==> src/rtl/ram512_arbiter.sv <==
// ----------------------------------------------------------------------------
// ram512_arbiter
//
// Two-port round-robin arbiter and access sequencer in front of a single
// RAM512 (512 x 16, synchronous write, combinational read). Each access runs
// IDLE -> ACCESS -> RESP, one cycle per state. The ack for an access is a
// single-cycle pulse in RESP. A request that is still high after its ack is
// served again as a new request.
//
// Optional feature (macro RAM512_ARB_CLEAR_EN):
//   After reset release the FSM sweeps the whole RAM with zeros, writing one
//   word per cycle, before init_done rises. Requests are ignored during the
//   sweep. If the macro is undefined, init_done rises on the first clock edge
//   after rst_n is released.
//
// Ports:
//   clk, rst_n              clock, asynchronous active-low reset
//   req0/1, we0/1           request and write-enable per port (held until ack)
//   addr0/1, wdata0/1       word address and write data per port
//   ack0, ack1              one-cycle completion pulse per port
//   rdata                   read data, or the written data for a write;
//                           valid during an ack and held otherwise
//   ram_load, ram_address,  RAM512 control and data in
//   ram_in
//   ram_out                 RAM512 data out
//   init_done               arbiter is accepting requests
// ----------------------------------------------------------------------------
module ram512_arbiter #(
  parameter int AW = 9,
  parameter int DW = 16
) (
  input  logic          clk,
  input  logic          rst_n,
  input  logic          req0,
  input  logic          req1,
  input  logic          we0,
  input  logic          we1,
  input  logic [AW-1:0] addr0,
  input  logic [AW-1:0] addr1,
  input  logic [DW-1:0] wdata0,
  input  logic [DW-1:0] wdata1,
  output logic          ack0,
  output logic          ack1,
  output logic [DW-1:0] rdata,
  output logic          ram_load,
  output logic [AW-1:0] ram_address,
  output logic [DW-1:0] ram_in,
  input  logic [DW-1:0] ram_out,
  output logic          init_done
);

`ifdef RAM512_ARB_CLEAR_EN
  typedef enum logic [1:0] {
    ST_IDLE   = 2'd0,
    ST_ACCESS = 2'd1,
    ST_RESP   = 2'd2,
    ST_CLEAR  = 2'd3
  } state_t;
`else
  typedef enum logic [1:0] {
    ST_IDLE   = 2'd0,
    ST_ACCESS = 2'd1,
    ST_RESP   = 2'd2
  } state_t;
`endif

  state_t state_r;
  logic   pri1_r;     // 1: port 1 wins the next contention
  logic   gnt_id_r;   // port owning the access in flight
`ifdef RAM512_ARB_CLEAR_EN
  logic [AW-1:0] clr_cnt_r;
`endif

  logic grant_valid_s;
  logic grant_id_s;

  // Arbitration: a lone requester wins; on contention the preferred port wins.
  always_comb begin
    grant_valid_s = 1'b0;
    grant_id_s    = 1'b0;
    if (req0 && req1) begin
      grant_valid_s = 1'b1;
      grant_id_s    = pri1_r;
    end else if (req0) begin
      grant_valid_s = 1'b1;
      grant_id_s    = 1'b0;
    end else if (req1) begin
      grant_valid_s = 1'b1;
      grant_id_s    = 1'b1;
    end else begin
      grant_valid_s = 1'b0;
      grant_id_s    = 1'b0;
    end
  end

  // Sequencer FSM. The ram_* registers also act as the latched request:
  // ram_load holds we, ram_address holds addr and ram_in holds wdata.
  always_ff @(posedge clk or negedge rst_n) begin
    if (!rst_n) begin
`ifdef RAM512_ARB_CLEAR_EN
      state_r     <= ST_CLEAR;
      clr_cnt_r   <= {AW{1'b0}};
`else
      state_r     <= ST_IDLE;
`endif
      pri1_r      <= 1'b0;
      gnt_id_r    <= 1'b0;
      ack0        <= 1'b0;
      ack1        <= 1'b0;
      rdata       <= {DW{1'b0}};
      ram_load    <= 1'b0;
      ram_address <= {AW{1'b0}};
      ram_in      <= {DW{1'b0}};
      init_done   <= 1'b0;
    end else begin
`ifdef RAM512_ARB_CLEAR_EN
      init_done <= init_done;
`else
      init_done <= 1'b1;
`endif
      case (state_r)
        ST_IDLE: begin
          ack0     <= 1'b0;
          ack1     <= 1'b0;
          ram_load <= 1'b0;
          if (init_done && grant_valid_s) begin
            gnt_id_r    <= grant_id_s;
            pri1_r      <= ~grant_id_s;
            ram_address <= grant_id_s ? addr1  : addr0;
            ram_in      <= grant_id_s ? wdata1 : wdata0;
            ram_load    <= grant_id_s ? we1    : we0;
            state_r     <= ST_ACCESS;
          end else begin
            state_r <= ST_IDLE;
          end
        end
        ST_ACCESS: begin
          // For a write, the RAM takes ram_in on this edge. Echo the written
          // data so rdata does not depend on RAM write-through timing.
          rdata    <= ram_load ? ram_in : ram_out;
          ram_load <= 1'b0;
          ack0     <= ~gnt_id_r;
          ack1     <= gnt_id_r;
          state_r  <= ST_RESP;
        end
        ST_RESP: begin
          ack0     <= 1'b0;
          ack1     <= 1'b0;
          ram_load <= 1'b0;
          state_r  <= ST_IDLE;
        end
`ifdef RAM512_ARB_CLEAR_EN
        ST_CLEAR: begin
          ack0 <= 1'b0;
          ack1 <= 1'b0;
          // ram_load is low only in the first sweep cycle, before word 0 is
          // presented. Once the last word is being written, finish.
          if (ram_load && (ram_address == {AW{1'b1}})) begin
            ram_load  <= 1'b0;
            init_done <= 1'b1;
            clr_cnt_r <= {AW{1'b0}};
            state_r   <= ST_IDLE;
          end else begin
            ram_load    <= 1'b1;
            ram_address <= clr_cnt_r;
            ram_in      <= {DW{1'b0}};
            clr_cnt_r   <= clr_cnt_r + {{(AW-1){1'b0}}, 1'b1};
            state_r     <= ST_CLEAR;
          end
        end
`endif
        default: begin
          ack0     <= 1'b0;
          ack1     <= 1'b0;
          ram_load <= 1'b0;
          state_r  <= ST_IDLE;
        end
      endcase
    end
  end

endmodule

==> config.mk <==
export PLATFORM = sky130hd
export DESIGN_NAME = ram512_arbiter
export DESIGN_NICKNAME = d
export VERILOG_FILES = /design/src/rtl/ram512_arbiter.sv
export SDC_FILE = /design/constraint.sdc
export NUM_CORES = 1
export LEC_CHECK = 0
export CAP_MARGIN = 20
export CORE_MARGIN = 2
export CORE_UTILIZATION = 42
export DETAILED_ROUTE_END_ITERATION = 16
export GPL_ROUTABILITY_DRIVEN = 0
export PLACE_DENSITY_LB_ADDON = 0.1
export SETUP_SLACK_MARGIN = 0.1
export SYNTH_ARGS = -nofsm -noshare
export SYNTH_HDL_FRONTEND = slang
export SYNTH_SLANG_ARGS = --single-unit
==> constraint.sdc <==
create_clock -name clk -period 3.05 [get_ports clk]
set_input_delay 0.61 -clock clk [delete_from_list [all_inputs] [get_ports clk]]
set_output_delay 0.61 -clock clk [all_outputs]
set_load 0.005 [all_outputs]
Yosys cells after proc, flatten, opt, wreduce, memory -nomap -nowiden
Index checks and enable logic that the tools add are counted.
- register bits after elaboration: 49
- bits of input ports: 72
- output and inout bits: 45
- logic and storage cells: 32
- eq/ne operators: 1
- mux-type cells: 15
- bitwise gates (word level): 2
- reduce and logical (&&, ||, !) cells: 4
- operator list (operator ; number):
    $mux W16 ; 2
    $mux W1 ; 11
    $mux W9 ; 1
    $pmux W2 S2 ; 1
    $eq A2 B1 Y1 const B ; 1
    $logic_and A1 B1 Y1 ; 2
    $logic_not A2 Y1 ; 1
    $not A1 Y1 ; 2
    $reduce_and A2 Y1 ; 1

Logic depth before layout (Yosys ltp)
- word-level depth: 6
- gate-level depth with buffers: 6

Worst setup path before layout
No wires, ideal clock.
- kind: input to register
- start: in req1
- end: reg ram_in[10]
- setup time: 0.126 ns
- arrival: 1.535 ns
- slack: 1.390 ns
- cell stages on the path: 6
- cell sequence: buf_4 nand2_1 and3_1 buf_2 buf_2 a221o_1
- word-level cells in the longest chain between the ends: 5
- elaborated cells on any way between the ends: 9
- those cells by class: 6 x mux; 3 x reduce/logical
- RTL lines (element ; line ; RTL):
    from (decl) ; 35 ; input logic req1,
    $mux W1 ; 87 ; end else if (req1) begin
    $mux W1 ; 84 ; end else if (req0) begin
    $mux W1 ; 81 ; if (req0 && req1) begin
    $logic_and A1 B1 Y1 ; 126 ; if (init_done && grant_valid_s) begin
    $reduce_and A2 Y1 (no line) ; n/a ;
    to (signal assigned) ; 113 ; ram_in <= {DW{1'b0}};
    to (signal assigned) ; 130 ; ram_in <= grant_id_s ? wdata1 : wdata0;
    to (decl) ; 47 ; output logic [DW-1:0] ram_in,
Parallel ways exist; a longest one is shown, timed or not.
A chain may end at the register's enable or synchronous reset.

Worst setup path after layout
- start: reg ram_load
- end: out ram_load
- RTL lines (element ; line ; RTL):
    from (decl) ; 45 ; output logic ram_load,
    from (signal assigned) ; 131 ; ram_load <= grant_id_s ? we1 : we0;
No word-level cell between the ends.

==> flow_summary.ini <==
[finish]
final_common_cell = clkdlybuf4s50_1
syn_to_final_growth_pct = 58.51
final-seq-area_um2 = 1226
nets = 391
drive_gt1_share_pct = 5.938
antenna_cells = 0
layout_common_cells = clkdlybuf4s50_1 (115), dfrtp_1 (49), nand2_1 (42), nor3_1 (25), a221o_1 (25)
multi_input_area_um2 = 874.6
fillCellCount = 418

[job]
drv_cap = 0

[critical_path]
rr_startpoint = state_r[0]
r2r_end = ram_address[6]
ff2ff_setup_slack_ns = 1.21
critical_path_arrival_ns = 1.50
worst-path-max-fanout = 17
slowest_stage = clkdlybuf4s50_1
crit_type = reg -> out
crit_path_max_incr_delay_ns = 0.58
crit_required_ns = 2.44
r2r_cells = 3
cp-end-kind = output port
crit_path_start_kind = register
crit_chain = buf_4 > clkdlybuf4s50_1

[power]
p_per_area_nw_per_um2 = 604.8
vdd_drop_max_uv = 325.1
total_power_uw = 2136
p_leak_uw = 0.001481

[yosys]
netlist_area_um2 = 2228
ys_seq_area_share_pct = 55.03
synth.ff_latch_count = 49
postSynthAreaPerCell_um2 = 10.61
yosysUniqueCellTypes = 23
syn_nets = 282
yosysWarnings = 0
synth_cells = 210

[timing]
max_freq_mhz = 474.5
fin_crit_sh_pct = 69.09
report.final.slew_viol_count = 0
fin_crit_ns = 2.107
max_slew.worst_pin.slew_ns = 1.022
rsz0062_at_grt = false
relSlewSlack_pct = 31.85
finalSetupViolCount = 0
clock_skew_ns = 0.01016
final-hold-violation-count = 0
fin_tns_setup_ns = 0

[hold_path]
hp-class = in -> async

[clocking]
clk_latency_ns = 0.30
cts_tree = yes
cts_max_level = 2
post_cts_buffers = 0
hold_buffers = 0
clkTransAtPathRegs_ns = 0.09
clockBufferDepth = 2
cts-resized-gates = 0
clock_sinks = 49
numCtsBuffers = 5
cts_root_buf = clkbuf_8

[global_routing]
antenna_found_initial = 0
grt_usage_pct = 20.85
grt-ovfl-total = 0
grt_pass1_vias = 2011
grt_max_degree = 50
grt_pass1_wl_mm = 9.867

[route]
drt_iter0_drc = 95
wl_per_cell_um = 15.55
drtPass1Iterations = 4
drc = 0
totalWireLength_mm = 6.063
vias = 2049
viasPerCell = 5.254
ant_nets = 0

[die]
start_util_pct = 43.63
rows = 26
die_area_um2 = 5904
core_um2 = 5107
io_pins = 117
die_h_um = 76.84
fp.dieW_um = 76.84

[run_status]
status = finished, final reports clean

[placed_design]
io_buffers = 116
dp_hpwl_mm = 4.282
==> power breakdown <==
part	leakage [uW]	internal, uW	switching (uW)
Sequential	0.000608	820	119
Combinational	0.000818	485	252
Clock	0.0000543	245	215
==> through the flow <==
| step | worst slack, ns | std cells | area (um2) | hold slack (ns) | util [%] |
|---|---|---|---|---|---|
| after floorplan | 1.390 | 210 | 2228 | 0.3144 | - |
| after global placement | 0.7099 | 381 | 3397 | 0.4076 | 66.51 |
| after detailed placement | 0.6798 | 381 | 3397 | 0.4159 | 66.51 |
| after CTS | 0.9245 | 389 | 3512 | 0.4299 | 68.77 |
| after global routing | 0.8708 | 390 | 3532 | 0.3070 | 69.16 |
| final | 0.9426 | 390 | 3532 | 0.2778 | 69.16 |
==> worst max path at each step <==
| stage | from | end | slack (ns) | cells after the start |
|---|---|---|---|---|
| 4_1_cts | ram_load | ram_load | 0.92 | 2 |
| 6_report | ram_load | ram_load | 0.94 | 2 |
| 2_1_floorplan | req1 | ram_in[10] | 1.39 | 6 |
| 3_5_place_dp | req0 | ram_address[6] | 0.68 | 5 |
| 5_1_grt | ram_load | ram_load | 0.87 | 2 |
| 3_3_place_gp | req0 | ram_address[5] | 0.71 | 5 |
==> cell usage after synthesis <==
| master | count | area, um2 |
|---|---|---|
| or2b_1 | 1 | 7.510 |
| buf_8 | 1 | 15.01 |
| o21ai_0 | 16 | 80.08 |
| o21ai_2 | 1 | 8.760 |
| nand2_1 | 42 | 157.7 |
| nor3b_4 | 1 | 18.77 |
| nor3_1 | 25 | 125.1 |
| conb_1 | 1 | 3.750 |
| dfrtp_1 | 49 | 1226 |
| mux2i_1 | 16 | 160.2 |
| a221o_1 | 25 | 250.2 |
| clkbuf_1 | 8 | 30.03 |
| a22o_1 | 1 | 8.760 |
| buf_2 | 8 | 40.04 |
| or3b_1 | 1 | 8.760 |
| inv_1 | 4 | 15.01 |
| buf_4 | 1 | 7.510 |
| a21oi_1 | 2 | 10.01 |
| nor2_1 | 2 | 7.510 |
| and3_1 | 1 | 6.260 |
| buf_6 | 2 | 22.52 |
| nor2b_1 | 1 | 6.260 |
| nor3b_2 | 1 | 12.51 |
==> worst max-delay path: cells and delay by family, from the launching register on <==
family	cells	cell delay (ns)
buffers and inverters	2	0.87
DFF	1	0.33
==> per-layer routing <==
| metal | wire length [um] | track usage [%] | up-vias |
|---|---|---|---|
| met5 | 0 | 0 | - |
| met4 | 97 | 6.909 | 0 |
| met3 | 326 | 5.059 | 10 |
| met2 | 2990 | 33.95 | 79 |
| met1 | 2649 | 27.31 | 989 |
| li1 | - | - | 971 |
==> registers in the layout, summed over array words and instances, names as in the netlist <==
signal and cells:
pri1_r 1, ack1 1, ram_address 9, state_r 2, ram_load 1, gnt_id_r 1
rdata 16, ack0 1, init_done 1, ram_in 16
==> area by class of cell <==
class / count / share of cell area (%)
flip-flops and latches: 49 / 34.71
repair buffers: 122 / 34.36
multi-input cells: 137 / 24.76
well taps: 70 / 2.480
clock buffers: 5 / 1.948
clock inverters: 3 / 1.311
inverters: 4 / 0.4251
==> kinds of logic (layout without fill, tap and decap cells) <==
logic type / count (synthesis) / in the layout / synth area share (%)
AND/OR/NAND/NOR: 75 / 75 / 15.72
flip-flops: 49 / 49 / 55.03
AO/OA/AOI/OAI: 45 / 45 / 16.06
buffers and inverters: 24 / 134 / 5.839
multiplexers: 16 / 16 / 7.187
other: 1 / 1 / 0.1683
(Power assumes the default switching activity.)
